==> src/rtl/gat_feat_readback.sv <==
// rtl/gat_feat_readback.sv - feature BRAM read-back master streaming words out with backpressure.
// Optional FEAT_RB_CHECKSUM_EN adds a 32-bit running checksum of accepted beats.
module gat_feat_readback #(
  parameter int NEW_FEATURE_WIDTH  = 32,
  parameter int NEW_FEATURE_DEPTH  = 2708*16,
  parameter int NEW_FEATURE_ADDR_W = $clog2(NEW_FEATURE_DEPTH),
  parameter int BRAM_LATENCY       = 2,
  parameter int FIFO_DEPTH         = BRAM_LATENCY+2
) (
  input  logic                          clk,
  input  logic                          rst,
  input  logic                          gat_ready,
  input  logic                          start,
  input  logic [NEW_FEATURE_ADDR_W-1:0] rd_base,
  input  logic [NEW_FEATURE_ADDR_W:0]   rd_len,
  output logic                          busy,
  output logic                          done,
  output logic [NEW_FEATURE_ADDR_W+1:0] feat_bram_addrb,
  input  logic [NEW_FEATURE_WIDTH-1:0]  feat_bram_dout,
  output logic [NEW_FEATURE_WIDTH-1:0]  m_tdata,
  output logic                          m_tvalid,
  input  logic                          m_tready,
  output logic                          m_tlast
`ifdef FEAT_RB_CHECKSUM_EN
  ,
  output logic [31:0]                   checksum
`endif
);
  localparam int AW = NEW_FEATURE_ADDR_W;
  localparam int LW = AW+1;
  localparam logic [LW-1:0] DEPTH_L = LW'(NEW_FEATURE_DEPTH);
  localparam logic [AW-1:0] LAST_IDX = AW'(NEW_FEATURE_DEPTH-1);

  typedef enum logic [1:0] {S_IDLE, S_RUN, S_DRAIN, S_DONE} state_t;
  state_t state_q, state_d;

  logic [LW-1:0] len_q, len_d, iss_q, iss_d, push_cnt_q, push_cnt_d, len_clamped;
  logic [AW-1:0] idx_q, idx_d;
  logic [AW+1:0] addrb_q, addrb_d;
  logic          avld_q, avld_d;
  logic [BRAM_LATENCY-1:0] pipe_q, pipe_d;
  logic [NEW_FEATURE_WIDTH-1:0] fdat_q [FIFO_DEPTH];
  logic [NEW_FEATURE_WIDTH-1:0] fdat_d [FIFO_DEPTH];
  logic [FIFO_DEPTH-1:0] fvld_q, fvld_d, flast_q, flast_d;
  logic start_ok, issue, issue_run, push, pop, credit_ok, found;
  int   in_flight, occ;

  function automatic logic [AW-1:0] wrap_inc(input logic [AW-1:0] x);
    return (x == LAST_IDX) ? '0 : x + AW'(1);
  endfunction

  assign len_clamped = (rd_len > DEPTH_L) ? DEPTH_L : rd_len;
  assign start_ok    = start & gat_ready & (state_q == S_IDLE);
  assign pop         = fvld_q[0] & m_tready;
  assign push        = pipe_q[BRAM_LATENCY-1];

  // Credit counts the address register, the BRAM pipe and the FIFO; a pop this cycle frees a slot.
  always_comb begin
    in_flight = int'(avld_q);
    occ       = 0;
    for (int i = 0; i < BRAM_LATENCY; i++) in_flight += int'(pipe_q[i]);
    for (int i = 0; i < FIFO_DEPTH; i++) occ += int'(fvld_q[i]);
    credit_ok = (in_flight + occ - int'(pop)) < FIFO_DEPTH;
  end

  assign issue_run = (state_q == S_RUN) & (iss_q != len_q) & credit_ok;
  assign issue     = issue_run | (start_ok & (len_clamped != '0));

  always_comb begin
    state_d = state_q;
    case (state_q)
      S_IDLE:  if (start_ok) state_d = (len_clamped == '0) ? S_DONE : S_RUN;
      S_RUN:   if (iss_q == len_q) state_d = S_DRAIN;
      S_DRAIN: if (pop & flast_q[0]) state_d = S_DONE;
      default: state_d = S_IDLE;
    endcase
  end

  always_comb begin
    busy = (state_q != S_IDLE);
    done = (state_q == S_DONE);
  end

  always_comb begin
    len_d      = len_q;
    iss_d      = iss_q;
    push_cnt_d = push_cnt_q;
    idx_d      = idx_q;
    addrb_d    = addrb_q;
    avld_d     = issue;
    pipe_d[0]  = avld_q;
    for (int i = 1; i < BRAM_LATENCY; i++) pipe_d[i] = pipe_q[i-1];
    if (start_ok) begin
      len_d      = len_clamped;
      iss_d      = (len_clamped != '0) ? LW'(1) : '0;
      push_cnt_d = '0;
      addrb_d    = {rd_base, 2'b00};
      idx_d      = wrap_inc(rd_base);
    end else if (issue_run) begin
      iss_d   = iss_q + LW'(1);
      addrb_d = {idx_q, 2'b00};
      idx_d   = wrap_inc(idx_q);
    end
    if (push) push_cnt_d = push_cnt_q + LW'(1);
  end

  // Shift-down FIFO: entry 0 is the registered stream head.
  always_comb begin
    fdat_d  = fdat_q;
    fvld_d  = fvld_q;
    flast_d = flast_q;
    found   = 1'b0;
    if (pop) begin
      for (int i = 0; i < FIFO_DEPTH-1; i++) begin
        fdat_d[i]  = fdat_q[i+1];
        fvld_d[i]  = fvld_q[i+1];
        flast_d[i] = flast_q[i+1];
      end
      fvld_d[FIFO_DEPTH-1]  = 1'b0;
      flast_d[FIFO_DEPTH-1] = 1'b0;
    end
    if (push) begin
      for (int i = 0; i < FIFO_DEPTH; i++) begin
        if (!found && !fvld_d[i]) begin
          fvld_d[i]  = 1'b1;
          fdat_d[i]  = feat_bram_dout;
          flast_d[i] = (push_cnt_q == len_q - LW'(1));
          found      = 1'b1;
        end
      end
    end
  end

  always_ff @(posedge clk) begin
    if (rst) begin
      state_q    <= S_IDLE;
      len_q      <= '0;
      iss_q      <= '0;
      push_cnt_q <= '0;
      idx_q      <= '0;
      addrb_q    <= '0;
      avld_q     <= 1'b0;
      pipe_q     <= '0;
      fvld_q     <= '0;
      flast_q    <= '0;
      for (int i = 0; i < FIFO_DEPTH; i++) fdat_q[i] <= '0;
    end else begin
      state_q    <= state_d;
      len_q      <= len_d;
      iss_q      <= iss_d;
      push_cnt_q <= push_cnt_d;
      idx_q      <= idx_d;
      addrb_q    <= addrb_d;
      avld_q     <= avld_d;
      pipe_q     <= pipe_d;
      fvld_q     <= fvld_d;
      flast_q    <= flast_d;
      fdat_q     <= fdat_d;
    end
  end

  assign feat_bram_addrb = addrb_q;
  assign m_tdata         = fdat_q[0];
  assign m_tvalid        = fvld_q[0];
  assign m_tlast         = flast_q[0];

`ifdef FEAT_RB_CHECKSUM_EN
  logic [31:0] sum_q, sum_d;
  always_comb begin
    sum_d = sum_q;
    if (start_ok) sum_d = '0;
    else if (pop) sum_d = sum_q + 32'(fdat_q[0]);
  end
  always_ff @(posedge clk) begin
    if (rst) sum_q <= '0;
    else     sum_q <= sum_d;
  end
  assign checksum = sum_q;
`endif
endmodule

==> config.mk <==
export PLATFORM = sky130hd
export DESIGN_NAME = gat_feat_readback
export DESIGN_NICKNAME = d
export VERILOG_FILES = /design/src/rtl/gat_feat_readback.sv
export SDC_FILE = /design/constraint.sdc
export NUM_CORES = 1
export LEC_CHECK = 0
export ABC_AREA = 1
export CELL_PAD_IN_SITES_DETAIL_PLACEMENT = 0
export CELL_PAD_IN_SITES_GLOBAL_PLACEMENT = 1
export CORE_MARGIN = 4
export CORE_UTILIZATION = 24
export CTS_BUF_LIST = sky130_fd_sc_hd__clkbuf_8
export CTS_CLUSTER_DIAMETER = 150
export DETAILED_ROUTE_END_ITERATION = 6
export DONT_BUFFER_PORTS = 1
export PLACE_DENSITY = 0.44
export SKIP_CTS_REPAIR_TIMING = 1
export SYNTH_ARGS = -nofsm -noshare
export SYNTH_HDL_FRONTEND = slang
export SYNTH_SLANG_ARGS = --single-unit
==> constraint.sdc <==
create_clock -name clk -period 4.8 [get_ports clk]
set_input_delay 0.48 -clock clk [delete_from_list [all_inputs] [get_ports clk]]
set_output_delay 0.48 -clock clk [all_outputs]
set_load 0.05 [all_outputs]
# Yosys cells after proc, flatten, opt, wreduce, memory -nomap -nowiden

Cells that the tools add are included.

Add/subtract/negate cells: 12
Order comparisons: 2
Eq/ne operators: 11
Multiplexer cells: 40
Bitwise gates (word level): 8
Reductions and logical operators: 17

Operator list:

| cell                  | number |
|---|---|
| $mux 128              | 1 |
| $mux 32               | 4 |
| $mux 96               | 1 |
| $mux 17               | 5 |
| $mux 16               | 4 |
| $mux 18               | 2 |
| $add 17x1->17 const B | 2 |
| $eq 17x17->1          | 2 |
| $add 16x1->16 const B | 2 |
| $eq 16x16->1 const B  | 2 |
| $gt 17x16->1 const B  | 1 |
| $logic_not 17->1      | 1 |
| $ne 17x17->1          | 1 |
| $reduce_bool 17->1    | 1 |
| $sub 17x1->17 const B | 1 |
| $mux 4                | 4 |
| $mux 1                | 14 |
| $mux 2                | 4 |
| $and 1x1->1           | 7 |
| $add 2x1->3           | 2 |
| $logic_not 1->1       | 6 |
| $lt 6x4->1 const B    | 1 |
| $pmux 2 s3            | 1 |
| $reduce_bool 2->1     | 3 |
| 13 further kinds      | 18 |

Bits in registers: 224
Input bits: 70
Output and inout port bits: 54
Logic and storage cells: 104

# Depth between registers and ports, before layout

Gate-level depths: netlist of run 1.

Depth in word-level cells: 16
Gate-level depth with buffers: 26
Mapped depth without buffers: 23

# Least setup slack after synthesis of run 1

No wires, ideal clock.

Path type: reg-to-reg
From: reg fvld_q[0]
To: reg idx_q[6]
Setup time: 0.113 ns
Arrival time: 4.360 ns
Required time: 4.687 ns
Setup slack: 0.327 ns
Cell stages (with the launch flop): 26
Path buffers: 3
Clock period less this slack: 4.473 ns
Cell sequence: dfxtp_1 nand2_1 inv_1 buf_2 clkbuf_1 ha_1 inv_1 fa_1 inv_1 fa_1 inv_1 ha_1 a21oi_1 o21bai_1 ha_1 nor2_1 nor2_1 nor2_1 nand2_1 nand2_1 nand3_4 nand2_4 buf_2 nand2_1 nand2_1 nor2_1

Cells in the longest elaborated chain, start to end: 8
Elaborated cells between the ends (all ways): 9
Classes of those cells: add/sub: 5; order compare: 1; bitwise: 2; reduce/logical: 1

Ends and longest elaborated chain:

| what                            | RTL line | text |
|---|---|---|
| from (decl)                     | 44       | `logic [FIFO_DEPTH-1:0] fvld_q, fvld_d, flast_q, flast_d;` |
| from (signal assigned)          | 156      | `fvld_q <= fvld_d;` |
| $add 1x1->2                     | 62       | `for (int i = 0; i < FIFO_DEPTH; i++) occ += int'(fvld_q[i]);` |
| $add 2x1->3                     | 62       |  |
| $add 3x1->4                     | 62       |  |
| $add 3x4->5                     | 63       | `credit_ok = (in_flight + occ - int'(pop)) < FIFO_DEPTH;` |
| $sub 5x1->6 (*)                 | 63       |  |
| $lt 6x4->1 (*)                  | 63       |  |
| $and 1x1->1 (*)                 | 66       | `assign issue_run = (state_q == S_RUN) & (iss_q != len_q) & credit_ok;` |
| $reduce_bool 2->1 (no line) (*) | n/a      |  |
| to (signal assigned)            | 152      | `idx_q <= idx_d;` |
| to (decl)                       | 38       | `logic [AW-1:0] idx_q, idx_d;` |

Mark *: on every way between the ends. The rest lies on a longest branch, timed or not.
A chain may end at the register's enable or synchronous reset.

# Final worst setup path of run 1

From: reg fvld_q[0]
To: reg addrb_q[14] (netlist: feat_bram_addrb[14])

Cells in the longest elaborated chain, start to end: 8
Elaborated cells between the ends (all ways): 9
Classes of those cells: add/sub: 5; order compare: 1; bitwise: 2; reduce/logical: 1

Ends and longest elaborated chain:

| what                            | RTL line | text |
|---|---|---|
| $add 1x1->2                     | 62       |  |
| $add 2x1->3                     | 62       |  |
| $add 3x1->4                     | 62       |  |
| $add 3x4->5                     | 63       |  |
| $sub 5x1->6 (*)                 | 63       |  |
| $lt 6x4->1 (*)                  | 63       |  |
| $and 1x1->1 (*)                 | 66       |  |
| $reduce_bool 2->1 (no line) (*) | n/a      |  |
| to (signal assigned)            | 153      | `addrb_q <= addrb_d;` |
| to (decl)                       | 39       | `logic [AW+1:0] addrb_q, addrb_d;` |

Marks and branches as above.

==> results of run 1 <==
cell usage in the layout (no fill, tap or decap), types with 7 or more instances in the layout:
cell	Yosys	final
nand2_1	521	518
nor2_1	243	243
dfxtp_1	224	224
inv_1	130	142
o21ai_0	105	105
nand3_1	99	99
a21oi_1	69	69
a311oi_1	64	64
clkbuf_8	0	62
a31oi_1	35	35
dlygate4sd3_1	0	32
nor3_1	31	31
nand4_1	29	29
nand3b_1	25	25
xor2_1	20	20
xnor2_1	18	18
ha_1	16	16
buf_4	35	15
inv_2	6	7
nor2_2	7	7
state kept, by name, indices dropped and copies added, names as in the netlist:
signal           cells
flast_q              4
len_q               17
fdat_q              96
m_tdata             32
push_cnt_q          17
idx_q               16
iss_q               17
pipe_q               2
avld_q               1
fvld_q               4
feat_bram_addrb     16
state_q              2
worst register-to-register path, delay by kind of cell, from the launching register on:
family | cells | cell delay, ps
and+or+nand+nor | 10 | 1320
DFF | 1 | 330
adders and majority gates | 5 | 1730
buffers and inverters | 5 | 380
AOI/OAI and AO/OA | 2 | 260
final timing paths:
check             cells after the start                          endpoint  slack [ps]                  from
hold reg to reg                       2              pipe_q[1]$_SDFF_PP0_         450  pipe_q[0]$_SDFF_PP0_
setup reg to reg                     22  feat_bram_addrb[14]$_SDFFE_PP0P_         680  fvld_q[0]$_SDFF_PP0_
setup / recovery                     22  feat_bram_addrb[14]$_SDFFE_PP0P_         680  fvld_q[0]$_SDFF_PP0_
hold / removal                        2            len_q[10]$_SDFFE_PP0P_          20            rd_len[10]
layout make-up:
cell class / count / area [µm²]
Multi-Input combinational cell: 1319 / 6440
Fill cell: 5686 / 36300
Sequential cell: 224 / 4480
Tap cell: 672 / 841
Clock buffer: 62 / 853
Timing Repair Buffer: 49 / 488
Inverter: 137 / 518
Clock inverter: 20 / 103
cells by family after synthesis:
kind of cell | Yosys count | share of synthesized area (%)
flip-flops | 224 | 36.9
buffers and inverters | 277 | 10.3
AO/OA/AOI/OAI | 287 | 14.5
AND/OR/NAND/NOR | 974 | 33.6
other | 1 | 0.0309
XOR/XNOR | 38 | 2.74
adder cells (fa/ha/maj) | 18 | 1.98
routing by layer:
layer | vias up | track usage [%] | routed length [µm] | part of all wire [%]
met4 | 0 | 4.30 | 842 | 2.0
met2 | 183 | 24.7 | 19800 | 46
li1 | 5885 | - | - | -
met1 | 5248 | 20.4 | 20800 | 48
met5 | - | 0 | 0 | 0
met3 | 60 | 2.85 | 1620 | 3.8
per-stage QoR:
stage                     hold WS, ps  setup WS, ps  utilization [%]  instances
after floorplan                   403           327                -       1820
after global placement            431           567             24.8       2367
after detailed placement          434           543             24.8       2367
after CTS                        -135           642             26.7       2449
after global routing           0.0814           269             27.4       2483
final                            17.8           682             27.4       2483
power groups by stage:
stage / combinational [mW] / sequential (mW) / clock (mW)
finish: 1.30 / 2.54 / 2.10
global route: 1.50 / 2.57 / 2.28
CTS: 1.27 / 2.55 / 2.21
detailed placement: 1.27 / 2.58 / 0
global placement: 1.26 / 2.59 / 0
floorplan: 1.14 / 2.40 / 0
==> impl_results.md, run 1 <==
* Top_reg_cell synth: dfxtp_1
* Synth top area cells: dfxtp_1 37%, nand2_1 16%, nor2_1 7.5%
* Setup crit end kind: flip-flop
* Top delay family on crit path: adder cells
* Leak pwr at 5.15 nW
* Initial antenna violation count at 1
* Avg Inst Size Synth at 6.68 µm²
* Worst path max stage delay at 470 ps
* DP HPWL at 27900 µm
* Worst Path Buf+Inv at 5
* Most common cell in the netlist: nand2_1
* Most used cell, CP: nor2_1
* Period Utilization, post-route at 85.8%
* Die Y at 233 µm
* CTS tree: done
* DR pass1 iterations at 5
* Final setup vio count at 0
* Nets at 1867
* Max frequency at 0.243 GHz
* Clk network pwr share at 35.3%
* Area Overhead vs Synth at 12.9%
* Global route overflow at 0
* Seq pwr share at 42.8%
* Vias in the first global route at 10800
* Share of layout cells above drive strength 1 at 6.41%
* WP data required at 5310 ps
* CP max-delay cell: fa_1
* Critical Path AT at 4630 ps
* H-tree Lvls at 2
* Initial DRC Count at 610
* Min-Delay Path Class: input pin to flip-flop
* Status: finished, final reports clean
* Global-route wire length before repair at 65000 µm
* Sw frac at 38.9%
* Die span in x at 233 µm
* Worst slew pin tran at 1030 ps
* Total Wirelength at 43100 µm
* Largest net degree at the start of global routing at 125
* Detail Route Antenna Nets at 0
* #FFs+latches synth at 224
* # IOs at 124
* Worst relative slew slack at 31.2%
* Synth async-reset ratio at 0%
* Root Buffer: clkbuf_8
* Peak supply drop at 200 µV
* Total GRT Usage at 15.1%
* Setup tns final at 0 ps
* Max Cap Viol at 0
* CP Launch Type: flip-flop
* Row count at 82
* CTS Sinks at 224
* Synth top area share at 36.9%
* Post-synth EDFFs at 0
* Reg clk slew, reported paths at 60 ps
* WL/cell at 17.3 µm
* Final Power at 5.94 mW
* Slew Viols, Final at 0
* P_sw at 2.31 mW
* Area after DPL at 0.0124 mm²
* RSZ-0062 raised after global routing: no
* CTS Buffer Depth at 3
* Most instantiated cells after synthesis: 521 x nand2_1, 243 x nor2_1, 224 x dfxtp_1, 130 x inv_1, 105 x o21ai_0
* Initial Util at 24.3%
* Num CTS Buffers at 48
* Die ar. at 0.0543 mm²
* Mapped Area at 0.0122 mm²
* Power density cells at 432 mW/mm²
* Seq/Total Area, Yosys at 36.9%
* Most area-hungry cell type in the Yosys netlist: dfxtp_1
* Synth Warn # at 0
* Clock skew at 26.8 ps
* CP cell instances: nand2_4, clkinv_2, ha_1, inv_1, fa_1, inv_1, fa_1, inv_1, ha_1, a21oi_1, o21bai_1, ha_1, nor2_1, nor2_1, nor2_1, nand2_1, nand2_1, nand3_4, nand2_4, inv_4, nor2_1, nor2_1
* Final Instance Area at 0.0137 mm²
* ANT cells at 0
* Tmin final at 4120 ps
* Global placement routability congestion at 0.797
* DRC violations left at 0
* Endpoints failing hold at 0
* WS Path Type: flip-flop to flip-flop
* Gate power share at 21.9%
* Core Region at 0.0501 mm²
* Total number of vias at 11400
* Clk_lat worst skew at 620 ps
* Cells after Synth at 1819
* CP Max Fanout at 26
* Internal power at 3.63 mW
* Synth cell types at 46
* PortBufs at 0
* Vias/cell at 4.58
Note: power is estimated with default switching activity, not from simulation.
==> run 2: changes to the inputs <==
- clock period: 4.8 -> 4.94 ns (I/O delays scaled with it)
==> run 2 against run 1 <==
Non-clock buffer count down 5; critical path type unchanged; critical path depth unchanged; critical endpoint is now feat_bram_addrb[4]$_SDFFE_PP0P_; worst hold slack improved by 18 ps; largest power group unchanged; first-iteration DRC count decreased by 7.4%; register-to-register slack better by 280 ps; worst setup slack improved by 280 ps; count of clock-buffer cells in the layout shrank 7.
==> impl_results.md, run 2 (synthesis gave the netlist of run 1 again) <==
* Max Cap Viol at 0
* Num CTS Buffers at 48
* Endpoints failing hold at 0
* P_sw at 2.21 mW
* CTS Sinks at 224
* RSZ-0062 raised after global routing: no
* Global route overflow at 0
* Nets at 1862
* Biggest register: fdat_q
* Slew Viols, Final at 0
* WL/cell at 17.6 µm
* CTS tree: done
* Internal power at 3.40 mW
* Vias/cell at 4.60
* Reg clk slew, reported paths at 60 ps
* Initial DRC Count at 565
* Setup crit end kind: flip-flop
* Die span in x at 233 µm
* Most common cell after layout, fill and taps aside: nand2_1
* Most frequent cells in the layout: 518 x nand2_1, 243 x nor2_1, 224 x dfxtp_1, 144 x inv_1, 105 x o21ai_0
* Min-Delay Path Class: input pin to flip-flop
* WS Path Type: flip-flop to flip-flop
* Worst slew pin tran at 942 ps
* Initial antenna violation count at 0
* Initial Util at 24.3%
* Min Hold Slack at 36.2 ps
* Critical Path AT at 4470 ps
* Total number of vias at 11400
* CP Launch Type: flip-flop
* Root Buffer: clkbuf_8
* Area after DPL at 0.0124 mm²
* Detail Route Antenna Nets at 0
* Max frequency at 0.251 GHz
* Core Region at 0.0501 mm²
* Vias in the first global route at 11000
* Clk network pwr share at 33.5%
* # placed instances at 2370
* DRC violations left at 0
* Sw frac at 39.4%
* WP data required at 5430 ps
* Layout Cells excl Fill at 2471
* CTS Buffer Depth at 3
* Status: finished, final reports clean
* Fill cell count at 5686
* Worst relative slew slack at 37.0%
* Clock skew at 27.7 ps
* Final Power at 5.61 mW
* Global-route wire length before repair at 65700 µm
* Total Wirelength at 43500 µm
* DP HPWL at 28000 µm
* # IOs at 124
* Area Overhead vs Synth at 11.6%
* Row count at 82
* Power density cells at 414 mW/mm²
* Clk_lat worst skew at 610 ps
* Die Y at 233 µm
* Global placement routability congestion at 0.794
* Setup tns final at 0 ps
* Peak supply drop at 142 µV
* Worst slack, placed at 791 ps
* Final setup vio count at 0
* Fin util at 27.1%
* Period Utilization, post-route at 80.6%
* Largest net degree at the start of global routing at 125
* Tmin final at 3980 ps
* R2r setup slk at 960 ps
* Gate power share at 22.5%
* Leak pwr at 5.09 nW
* DR pass1 iterations at 5
* Share of layout cells above drive strength 1 at 6.17%
* ANT cells at 0
* Seq pwr share at 44.0%
* Setup WS post-layout at 958 ps
* Total GRT Usage at 15.3%
* CP Max Fanout at 26
* Die ar. at 0.0543 mm²
* H-tree Lvls at 2
* Final Instance Area at 0.0136 mm²
* PortBufs at 0
* Max FFs per register at 96
-- run 2: changes by cell type in the layout (fill, tap and decap cells not counted), moves of 2 or more --
cell,previous run,this run
buf_12,0,2
dlygate4sd3_1,32,23
inv_1,142,144
buf_4,15,18
clkbuf_8,62,55
-- run 2: per-layer routing --
metal	track usage, %	part of all wire [%]	vias to the layer above
li1	-	-	5864
met1	20.1	48	5258
met2	25.4	46	187
met3	3.42	4.2	63
met4	3.94	2.0	0
met5	0	0	-
-- run 2: critical path: stages, from the launching register on --
cell,delay [ps]
dfxtp_1,330
nand2_4,80
clkinv_2,50
ha_1,260
inv_1,40
fa_1,470
inv_1,50
fa_1,470
inv_1,40
ha_1,260
a21oi_1,60
o21bai_1,210
ha_1,270
nor2_1,120
nor2_1,50
nor2_1,80
nand2_1,50
nand2_1,200
nand3_4,120
nand2_4,260
inv_4,190
nor2_1,150
nor2_1,60
-- run 2: cell type report --
type	instances	area (µm²)	share of cell area, %
clock buffers	55	757	5.58
well taps	672	841	6.20
clock inverters	20	92.6	0.683
multi-input cells	1319	6440	47.5
inverters	137	518	3.82
flip-flops and latches	224	4480	33.1
repair buffers	44	433	3.19
-- run 2: path summary, 6_finish.rpt --
kind                                     end                 start  cells after the start
min                  fdat_q[15]$_SDFFE_PP0P_    feat_bram_dout[15]                      2
max          feat_bram_addrb[4]$_SDFFE_PP0P_  fvld_q[0]$_SDFF_PP0_                     22
min reg2reg             pipe_q[0]$_SDFF_PP0_     avld_q$_SDFF_PP0_                      2
max reg2reg  feat_bram_addrb[4]$_SDFFE_PP0P_  fvld_q[0]$_SDFF_PP0_                     22
-- run 2: power groups by stage --
stage | sequential (mW) | combinational (mW) | clock (mW)
4_1_cts | 2.48 | 1.24 | 2.00
2_1_floorplan | 2.33 | 1.10 | 0
6_report | 2.47 | 1.27 | 1.88
3_5_place_dp | 2.51 | 1.23 | 0
5_1_grt | 2.49 | 1.46 | 2.07
3_3_place_gp | 2.52 | 1.24 | 0
